==> src/rtl/mxint8_block_sum.sv <==
// Exact sum of one MXINT8 block (32 x 1.6 fixed point) scaled by its E8M0 exponent,
// registered as an IEEE-754 binary32 value with overflow / NaN-scale flags.
module mxint8_block_sum #(
    parameter int unsigned BLOCK_SIZE    = 32,
    parameter int unsigned ELEMENT_WIDTH = 8,
    parameter int unsigned SCALE_WIDTH   = 8,
    parameter int unsigned FLOAT32_WIDTH = 32
) (
    input  logic                            clk,
    input  logic                            rst_n,
    input  logic [SCALE_WIDTH-1:0]          i_scale,
    input  logic signed [ELEMENT_WIDTH-1:0] i_mxint8_elements [BLOCK_SIZE-1:0],
    output logic [FLOAT32_WIDTH-1:0]        o_float32,
    output logic                            o_overflow,
    output logic                            o_is_unused
);

    localparam int unsigned SUM_W = ELEMENT_WIDTH + $clog2(BLOCK_SIZE);

    localparam logic [FLOAT32_WIDTH-1:0] QNAN    = 32'h7FC0_0000;
    localparam logic [FLOAT32_WIDTH-1:0] POS_INF = 32'h7F80_0000;

    logic signed [SUM_W-1:0]  sum_s;
    logic                     neg;
    logic [SUM_W-1:0]         mag;
    logic [3:0]               lead;
    logic signed [10:0]       exp_s;
    logic [22:0]              frac_norm;
    logic [22:0]              frac_sub;
    logic [4:0]               sub_sh;

    logic [FLOAT32_WIDTH-1:0] float_d, float_q;
    logic                     ovf_d, ovf_q;
    logic                     unused_d, unused_q;

    always_comb begin
        sum_s = '0;
        for (int unsigned i = 0; i < BLOCK_SIZE; i++) begin
            sum_s = sum_s + {{(SUM_W-ELEMENT_WIDTH){i_mxint8_elements[i][ELEMENT_WIDTH-1]}},
                             i_mxint8_elements[i]};
        end

        neg = sum_s[SUM_W-1];
        mag = neg ? (~sum_s + 1'b1) : sum_s;

        lead = '0;
        for (int unsigned i = 0; i < SUM_W; i++) begin
            if (mag[i]) lead = 4'(i);
        end

        // E = p + scale - 6; 11 bits signed covers -6..260 without wrap
        exp_s = $signed({7'b0, lead}) + $signed({3'b0, i_scale}) - 11'sd6;

        // Shifting into a 23-bit field drops the implicit leading one
        frac_norm = 23'(mag) << (5'd23 - {1'b0, lead});
        // Only consulted when E <= 0, i.e. scale <= 6, so the 5-bit shift never wraps there
        sub_sh    = i_scale[4:0] + 5'd16;
        frac_sub  = 23'(mag) << sub_sh;

        float_d  = '0;
        ovf_d    = 1'b0;
        unused_d = 1'b0;
        if (i_scale == '1) begin
            float_d  = QNAN;
            unused_d = 1'b1;
        end else if (sum_s == '0) begin
            float_d = '0;
        end else if (exp_s >= 11'sd255) begin
            float_d = POS_INF | {neg, 31'b0};
            ovf_d   = 1'b1;
        end else if (exp_s >= 11'sd1) begin
            float_d = {neg, exp_s[7:0], frac_norm};
        end else begin
            float_d = {neg, 8'h00, frac_sub};
        end
    end

    always_ff @(posedge clk) begin
        if (!rst_n) begin
            float_q  <= '0;
            ovf_q    <= 1'b0;
            unused_q <= 1'b0;
        end else begin
            float_q  <= float_d;
            ovf_q    <= ovf_d;
            unused_q <= unused_d;
        end
    end

    assign o_float32   = float_q;
    assign o_overflow  = ovf_q;
    assign o_is_unused = unused_q;

endmodule

==> config.mk <==
export PLATFORM = sky130hd
export DESIGN_NAME = mxint8_block_sum
export DESIGN_NICKNAME = d
export VERILOG_FILES = /design/src/rtl/mxint8_block_sum.sv
export SDC_FILE = /design/constraint.sdc
export NUM_CORES = 1
export LEC_CHECK = 0
export ABC_AREA = 1
export BUFFER_PORTS_ARGS = -buffer_cell sky130_fd_sc_hd__buf_2
export CORE_ASPECT_RATIO = 0.8
export CORE_UTILIZATION = 30
export DETAILED_ROUTE_END_ITERATION = 10
export SLEW_MARGIN = 20
export SYNTH_ARGS = -nofsm -noshare
export SYNTH_HDL_FRONTEND = slang
export SYNTH_SLANG_ARGS = --single-unit
==> constraint.sdc <==
create_clock -name clk -period 26.8 [get_ports clk]
set_input_delay 2.68 -clock clk [delete_from_list [all_inputs] [get_ports clk]]
set_output_delay 2.68 -clock clk [all_outputs]
set_load 0.005 [all_outputs]
==> metrics.cfg <==
[run_status]
outcome = complete, but fails checks
violations = DRC

[timing]
whs_ns = 2.74
relSlewSlack = 0.705
min_period_ns = 12.77
rsz0062_at_grt = no
drv_slew = 0
fmax_mhz = 78.3
worst_slack_ns = 14.03
setup_violations = 0
tns_ns = 0
worst_pin_slew_ns = 0.442
finalHoldViolCount = 0
period_share = 0.476

[placement]
globalplace.congestion = 0.909
port-buffer-count = 299
pre_cts_ws_ns = 13.81
hpwl_um = 23300

[cells_and_area]
area_delta_synth_final_pct = 21.1
fill_cells = 3365
fin_util = 0.371
drive_gt1_frac = 0.250
final_nets = 2007
antenna_cells = 0

[critical_path]
cp_slowest_stage_delay_ns = 0.54
cp_max_fo = 20
critPathArrivalTime_ns = 12.93
worstSetupStartpoint = i_mxint8_elements[170]
critical_path.slowest_cell = fa_1
cp-endpoint = o_float32[22]
cp-end-kind = flip-flop
startpoint_type = input pin
required_ns = 26.96
crit_top_cell = fa_1
worstSetupPathType = in -> reg

[synth]
yosys_warnings = 0
ys_top_cells_by_area = fa_1 (52%), inv_1 (15%), dfxtp_1 (6.8%)
syn_avg_cell_area_um2 = 8.83
synth_top_area_cell = fa_1
ys.flop_type = dfxtp_1
ys_async_sr_fraction = 0
synthCells = 1136
synth-seq-cells = 34
synth.most_common_cell = inv_1
yosysSeqAreaShare = 0.0678
ys_top_cells_by_count = inv_1 (414), fa_1 (260), nand2_1 (134)
synth.distinct_cells = 38
netlist.area_leader.share = 0.519
synth_edf_count = 0
netlist_area_um2 = 10000
synth.net_count = 1707

[cts]
clkTransAtPathRegs_ns = 0.05
htreeDepth = 2
hold_buffers = 0
cts_buffers = 5
cts_root_buf = clkbuf_16
post_cts_resized = 0
post_cts_buffers = 0
clock_sinks = 34
cts_tree = done
clockBufferDepth = 2

[floorplan]
die_area_um2 = 34200
core_um2 = 32700
start_util = 0.307
dieWidth_um = 206
die_height_um = 166
num_rows = 59
ios = 300

[job]
max-cap-violations = 0

[grt]
grt_max_degree = 21
antenna_found_initial = 2
grt_overflow_total = 0
grt_first_pass_wirelength_um = 40900
grt_usage = 0.151
grt_pass1_vias = 8565

[route]
ant_nets = 0
first_pass_iters = 7
num_vias = 7711
drcViolationCount = 19
drt_iter0_drc = 272
vias_per_cell = 4.14
avgRoutedWirePerCell_um = 13.0
wl_um = 24200

[hold_path]
hp-class = in -> reg

==> cell type report <==
| cell class | instances | area (µm²) | area share |
|---|---|---|---|
| repair buffers | 299 | 1500 | 0.123 |
| multi-input cells | 670 | 7680 | 0.633 |
| clock buffers | 7 | 143 | 0.0117 |
| inverters | 426 | 1600 | 0.132 |
| flip-flops and latches | 34 | 681 | 0.0560 |
| clock inverters | 1 | 5.00 | 0.000412 |
| well taps | 427 | 534 | 0.0440 |
==> metrics by stage <==
step,area [µm²],std cells
4_1_cts,12100,1864
5_1_grt,12100,1864
3_3_place_gp,12000,1856
3_5_place_dp,12000,1856
2_1_floorplan,10000,1136
6_report,12100,1864
==> state kept, by name, summed over array words and instances, names as in the netlist <==
signal       cells
o_float32       32
o_is_unused      1
o_overflow       1
==> logic make-up (layout without fill, tap and decap cells) <==
| kind of cell | count (synthesis) | after routing | synth area share |
|---|---|---|---|
| buf+inv | 432 | 733 | 0.166 |
| fa+ha+maj | 305 | 305 | 0.575 |
| simple gates | 284 | 284 | 0.130 |
| compound gates | 56 | 56 | 0.0348 |
| flops | 34 | 34 | 0.0678 |
| xor+xnor | 25 | 25 | 0.0263 |
==> how the worst min path moves through the flow <==
stage,to,slack [ns],cells past startpoint,start
floorplan,o_float32[29],2.88,2,rst_n
global placement,o_float32[29],3.03,3,rst_n
detailed placement,o_float32[29],3.03,3,rst_n
CTS,o_float32[29],2.73,3,rst_n
global route,o_float32[29],2.79,3,rst_n
finish,o_float32[29],2.74,3,rst_n
==> metal layers <==
layer  vias to the layer above  GRT usage  wire, µm  share of wire
met4                         0     0.0180       269          0.011
met2                       190      0.261     11700           0.48
met5                         -          0         0              0
li1                       3793          -         -              -
met3                        24     0.0175      1080          0.045
met1                      3704      0.208     11100           0.46
==> worst max-delay path: cells and delay by family <==
family,cells,cell delay [ns]
xor gates and xnor gates,3,0.66
AOI/OAI and AO/OA,4,0.61
and+or+nand+nor,20,2.45
adders and majority gates,13,5.65
buffers and inverters,12,0.85
==> layout by cell type (no fill, tap or decap), drive strengths merged <==
cell type | netlist | routed
nor4 | 3 | 3
nand3 | 80 | 80
nand2 | 148 | 148
nand4 | 7 | 7
xnor2 | 4 | 4
nor2 | 42 | 42
fa | 260 | 260
o211ai | 3 | 3
nor3 | 3 | 3
buf | 6 | 299
clkbuf | 0 | 7
inv | 426 | 426
a21boi | 2 | 2
o21bai | 1 | 1
a31oi | 3 | 3
a22oi | 1 | 1
xor2 | 21 | 21
a21oi | 18 | 18
clkinv | 0 | 1
o21ai | 28 | 28
dfxtp | 34 | 34
ha | 45 | 45
nand3b | 1 | 1
Power is left out: the tool's default activity adds up to more than one toggle a clock period on the data nets, which glitch-free logic cannot reach.
